## src/rtl/mem_wb_stage.sv

```systemverilog
// MEM->WB pipeline register with load-data formatter and writeback select.
// Keeps the one-cycle data_memory word alive across WB stalls via a small hold FSM.
module mem_wb_stage #(
    parameter int unsigned DATA_WIDTH = 32,
    parameter int unsigned REG_ADDR_W = 5
) (
    input  logic                  clk,
    input  logic                  rst_n,
    input  logic                  stall_i,
    input  logic                  flush_i,
    input  logic                  MEM_valid_i,
    input  logic                  MEM_RegWrite_i,
    input  logic                  MEM_MemRead_i,
    input  logic [1:0]            MEM_wb_sel_i,
    input  logic [2:0]            MEM_funct3_i,
    input  logic [DATA_WIDTH-1:0] MEM_alu_result_i,
    input  logic [DATA_WIDTH-1:0] MEM_pc_plus4_i,
    input  logic [REG_ADDR_W-1:0] MEM_rd_addr_i,
    input  logic [DATA_WIDTH-1:0] mem_rd_data_i,
    output logic                  WB_valid_o,
    output logic                  WB_RegWrite_o,
    output logic [REG_ADDR_W-1:0] WB_rd_addr_o,
    output logic [DATA_WIDTH-1:0] WB_wb_data_o,
    output logic                  WB_load_misalign_o
);

    localparam logic [2:0] FUNCT3_LB  = 3'b000;
    localparam logic [2:0] FUNCT3_LH  = 3'b001;
    localparam logic [2:0] FUNCT3_LW  = 3'b010;
    localparam logic [2:0] FUNCT3_LBU = 3'b100;
    localparam logic [2:0] FUNCT3_LHU = 3'b101;

    localparam logic [1:0] WB_SEL_MEM = 2'd1;
    localparam logic [1:0] WB_SEL_PC4 = 2'd2;

    localparam int unsigned BYTE_W = 8;
    localparam int unsigned HALF_W = 16;

    typedef enum logic {
        FRESH = 1'b0,
        HELD  = 1'b1
    } hold_state_e;

    hold_state_e state_q, state_d;

    logic                  valid_q;
    logic                  regwrite_q;
    logic                  memread_q;
    logic [1:0]            wb_sel_q;
    logic [2:0]            funct3_q;
    logic [DATA_WIDTH-1:0] alu_q;
    logic [DATA_WIDTH-1:0] pc4_q;
    logic [REG_ADDR_W-1:0] rd_q;
    logic [DATA_WIDTH-1:0] hold_q;

    logic                  wb_load;
    logic                  hold_load;
    logic [DATA_WIDTH-1:0] load_word;
    logic [1:0]            off;
    logic [BYTE_W-1:0]     byte_sel;
    logic [HALF_W-1:0]     half_sel;
    logic [DATA_WIDTH-1:0] load_ext;
    logic                  misalign;

    assign wb_load = valid_q & memread_q;
    assign off     = alu_q[1:0];

    // WB pipeline register; flush wins over stall and only needs to kill the slot
    always_ff @(posedge clk or negedge rst_n) begin
        if (!rst_n) begin
            valid_q    <= 1'b0;
            regwrite_q <= 1'b0;
            memread_q  <= 1'b0;
            wb_sel_q   <= 2'd0;
            funct3_q   <= 3'd0;
            alu_q      <= '0;
            pc4_q      <= '0;
            rd_q       <= '0;
        end else if (flush_i) begin
            valid_q    <= 1'b0;
            regwrite_q <= 1'b0;
        end else if (!stall_i) begin
            valid_q    <= MEM_valid_i;
            regwrite_q <= MEM_RegWrite_i;
            memread_q  <= MEM_MemRead_i;
            wb_sel_q   <= MEM_wb_sel_i;
            funct3_q   <= MEM_funct3_i;
            alu_q      <= MEM_alu_result_i;
            pc4_q      <= MEM_pc_plus4_i;
            rd_q       <= MEM_rd_addr_i;
        end
    end

    // Load-hold state register
    always_ff @(posedge clk or negedge rst_n) begin
        if (!rst_n) begin
            state_q <= FRESH;
        end else begin
            state_q <= state_d;
        end
    end

    // Load-hold next state: only a stalled WB load moves to HELD
    always_comb begin
        state_d = state_q;
        if (flush_i || !stall_i) begin
            state_d = FRESH;
        end else if (state_q == FRESH && wb_load) begin
            state_d = HELD;
        end
    end

    // Load-hold outputs: word source and snapshot enable
    always_comb begin
        load_word = mem_rd_data_i;
        hold_load = 1'b0;
        case (state_q)
            FRESH: begin
                load_word = mem_rd_data_i;
                hold_load = stall_i & ~flush_i & wb_load;
            end
            HELD: begin
                load_word = hold_q;
                hold_load = 1'b0;
            end
            default: begin
                load_word = mem_rd_data_i;
                hold_load = 1'b0;
            end
        endcase
    end

    always_ff @(posedge clk or negedge rst_n) begin
        if (!rst_n) begin
            hold_q <= '0;
        end else if (hold_load) begin
            hold_q <= mem_rd_data_i;
        end
    end

    assign byte_sel = load_word[{off, 3'b000} +: BYTE_W];
    assign half_sel = load_word[{off[1], 4'b0000} +: HALF_W];

    // Load extraction; unknown funct3 passes the full word through
    always_comb begin
        load_ext = load_word;
        case (funct3_q)
            FUNCT3_LB:  load_ext = {{(DATA_WIDTH-BYTE_W){byte_sel[BYTE_W-1]}}, byte_sel};
            FUNCT3_LBU: load_ext = {{(DATA_WIDTH-BYTE_W){1'b0}}, byte_sel};
            FUNCT3_LH:  load_ext = {{(DATA_WIDTH-HALF_W){half_sel[HALF_W-1]}}, half_sel};
            FUNCT3_LHU: load_ext = {{(DATA_WIDTH-HALF_W){1'b0}}, half_sel};
            FUNCT3_LW:  load_ext = load_word;
            default:    load_ext = load_word;
        endcase
    end

    always_comb begin
        misalign = 1'b0;
        if (wb_load) begin
            case (funct3_q)
                FUNCT3_LH, FUNCT3_LHU: misalign = off[0];
                FUNCT3_LW:             misalign = (off != 2'd0);
                default:               misalign = 1'b0;
            endcase
        end
    end

    // Writeback select; reserved encoding falls back to the ALU result
    always_comb begin
        WB_wb_data_o = alu_q;
        case (wb_sel_q)
            WB_SEL_MEM: WB_wb_data_o = load_ext;
            WB_SEL_PC4: WB_wb_data_o = pc4_q;
            default:    WB_wb_data_o = alu_q;
        endcase
    end

    assign WB_valid_o         = valid_q;
    assign WB_rd_addr_o       = rd_q;
    assign WB_load_misalign_o = misalign;
    assign WB_RegWrite_o      = valid_q & regwrite_q & ~misalign & (rd_q != '0);

endmodule
```

## config.mk

```make
export PLATFORM = sky130hd
export DESIGN_NAME = mem_wb_stage
export DESIGN_NICKNAME = d
export VERILOG_FILES = /design/src/rtl/mem_wb_stage.sv
export SDC_FILE = /design/constraint.sdc
export NUM_CORES = 1
export LEC_CHECK = 0
export ABC_AREA = 0
export BUFFER_PORTS_ARGS = -buffer_cell sky130_fd_sc_hd__buf_2
export CAP_MARGIN = 0
export CORE_AREA = 2 2 104 106
export DETAILED_ROUTE_END_ITERATION = 8
export DIE_AREA = 0 0 106 108
export PLACE_DENSITY = 0.86
export SYNTH_ARGS = -nofsm -noshare
export SYNTH_HDL_FRONTEND = slang
export SYNTH_SLANG_ARGS = --single-unit
export TNS_END_PERCENT = 20
```

## constraint.sdc

```tcl
create_clock -name clk -period 3.6 [get_ports clk]
set_clock_uncertainty 0.2 [all_clocks]
set_input_delay 0.72 -clock clk [delete_from_list [all_inputs] [get_ports clk]]
set_output_delay 0.72 -clock clk [all_outputs]
set_load 0.1 [all_outputs]
```

==> reports/metrics.cfg <==
[placed_design]
io_buffers=152
dpl.hpwl_mm=11.5
dp_slack_ps=273
place.gp.congestion=0.905

[logic_synthesis]
ys_seq_area_share_pct=48.2
synth-async-reset-ratio_pct=100
yosysMostFrequentCell=dfrtp_1
yosysWarnings=0
synth.largest_area_cell=dfrtp_1
synthTopCellsByCount=dfrtp_1 (110), mux2_1 (68), mux2_2 (44)
syn_nets=564
synth_flop_cell=dfrtp_1
post_synth.cell_area_avg_um2=12.7
synth_area_leaders=dfrtp_1 (48%), mux2_1 (13%), mux2_2 (8.7%)
synth.distinct_cells=49
synthCells=449
yosysTopAreaCellShare_pct=48.2
synth.ff_latch_count=110
synth-edff-count=0
synth_area_um2=5710

[finish]
area_growth_syn_to_layout_pct=28.9
nFillCells=686
antennaDiodeCount=0
drive_gt1_share_pct=44.6
fin_util_pct=71.9
finalNetCount=722

[global_route]
grt_usage_pct=27.4
grt.overflow.total=0
grt_pass1_wl_mm=24.2
antenna_found_initial=0
grt_max_degree=59
grt_pass1_vias=4650

[outcome]
status=finished clean

[clock_network]
clock_latency_ps=370
clock_sinks=110
cts.clk_slew.worst_paths_ps=110
cts_made_buffers=9
htree_levels=3
cts_tree=built
cts_root_buf=clkbuf_8
cts.path.max_buffers=2

[timing]
fin_ws_ps=84.8
grt_setup_unrepaired=yes
period_share_pct=97.6
maxSlewViolCount=0
worst_slew_pin_slew_ps=730
finalHoldViolCount=0
fin_crit_ps=3520
setup_viol=0
fmax_ghz=0.284
slew-limit-headroom_pct=51.3

[route]
vias_per_cell=6.05
wl_per_cell_um=20.5
route.detailed.drc=0
first_iter_violations=347
wl_mm=15.4
vias=4527
ant_nets=0
firstDrtPassIters=7

[power]
p_leak_nw=3.31
vdd_drop_max_mv=0.505
total_power_mw=4.48
p_per_area_nw_per_um2=610

[worst_setup_path]
cp-start-kind=register
worst-path-max-fanout=8
cp.arrival_ps=2600
crit_type=register to primary output
worstSetupEndpointType=primary output
crit_required_ps=2680

[die]
initial_core_util_pct=55.8
die_h_um=108
num_rows=37
ios=153
die_w_um=106
fp.coreArea_um2=10200
dieArea_um2=11400

[worst_hold_path]
hold_path_class=input pin to async pin

[flow_run]
max-cap-violations=0

per-stage QoR:
step	instance area [µm²]	setup TNS, ps	instances	hold WS, ps
after floorplan	5730	-922	449	224
after global placement	7080	0	727	263
after detailed placement	7080	0	727	275
after CTS	7300	0	746	220
after global routing	7350	-19.8	748	250
final	7350	0	748	199
layout by cell type (no fill, tap or decap), drive strengths merged, types with 7 or more instances in the layout:
cell type / n
nand2: 31
a222oi: 18
mux2: 120
a22oi: 10
buf: 181
clkbuf: 11
mux2i: 17
a21o: 7
dfrtp: 110
o21ai: 18
inv: 10
nor2: 13
mux4: 7
nor3: 10
area by class of cell:
cell class | count | area (µm²) | area share (%)
Clock buffer | 10 | 138 | 1.87
Tap cell | 136 | 170 | 2.31
Inverter | 6 | 22.5 | 0.306
Sequential cell | 110 | 2760 | 37.5
Timing Repair Buffer | 182 | 1420 | 19.4
Clock inverter | 6 | 60.1 | 0.817
Multi-Input combinational cell | 298 | 2780 | 37.8
per-layer routing:
| layer | vias to the layer above | track usage [%] | routed length, µm |
|---|---|---|---|
| li1 | 2007 | - | - |
| met1 | 2286 | 36.7 | 6290 |
| met2 | 212 | 45.7 | 7610 |
| met3 | 22 | 5.12 | 1160 |
| met4 | 0 | 8.74 | 297 |
| met5 | - | 0 | 0 |
worst max-delay path, stage by stage, from the launching register on:
cell,delay (ps)
dfrtp_4,520
buf_4,200
mux2_1,270
nor2_1,90
nor4b_4,500
a211oi_1,130
o21ai_1,300
buf_12,220
sequential cells by signal, indices dropped and copies added, names as in the netlist:
name,count
pc4_q,32
regwrite_q,1
funct3_q,3
wb_sel_q,2
WB_rd_addr_o,5
state_q,1
alu_q,32
WB_valid_o,1
hold_q,32
memread_q,1
worst paths after layout:
check,from,end,slack (ps),depth (start not counted)
setup / recovery,state_q,WB_wb_data_o[9],80,7
hold / removal,rst_n,alu_q[10],200,1
setup reg to reg,state_q,hold_q[10],1430,4
hold reg to reg,hold_q[21],hold_q[21],300,1
max in group asynchronous,rst_n,memread_q,2060,2
min in group clk,hold_q[21],hold_q[21],300,1
what timing repair did:
action,CTS,global route
endpoints found under the setup margin,21,21
buffers inserted,3,2
hold buffers,0,0
gates resized for setup,2,5
power breakdown:
group | leakage (nW) | internal [mW] | switching, mW
Clock | 0.101 | 0.289 | 0.454
Combinational | 1.90 | 0.758 | 1.36
Sequential | 1.32 | 1.47 | 0.151
cells by family (layout without fill, tap and decap cells):
family	Yosys count	in the layout	synth area share [%]
muxes	144	144	30.0
and+or+nand+nor	71	71	6.23
buffers and inverters	41	204	4.03
AOI/OAI and AO/OA	81	81	11.1
DFF	110	110	48.2
adders and majority gates	2	2	0.439
No activity file was read; power rests on OpenSTA's default activity.
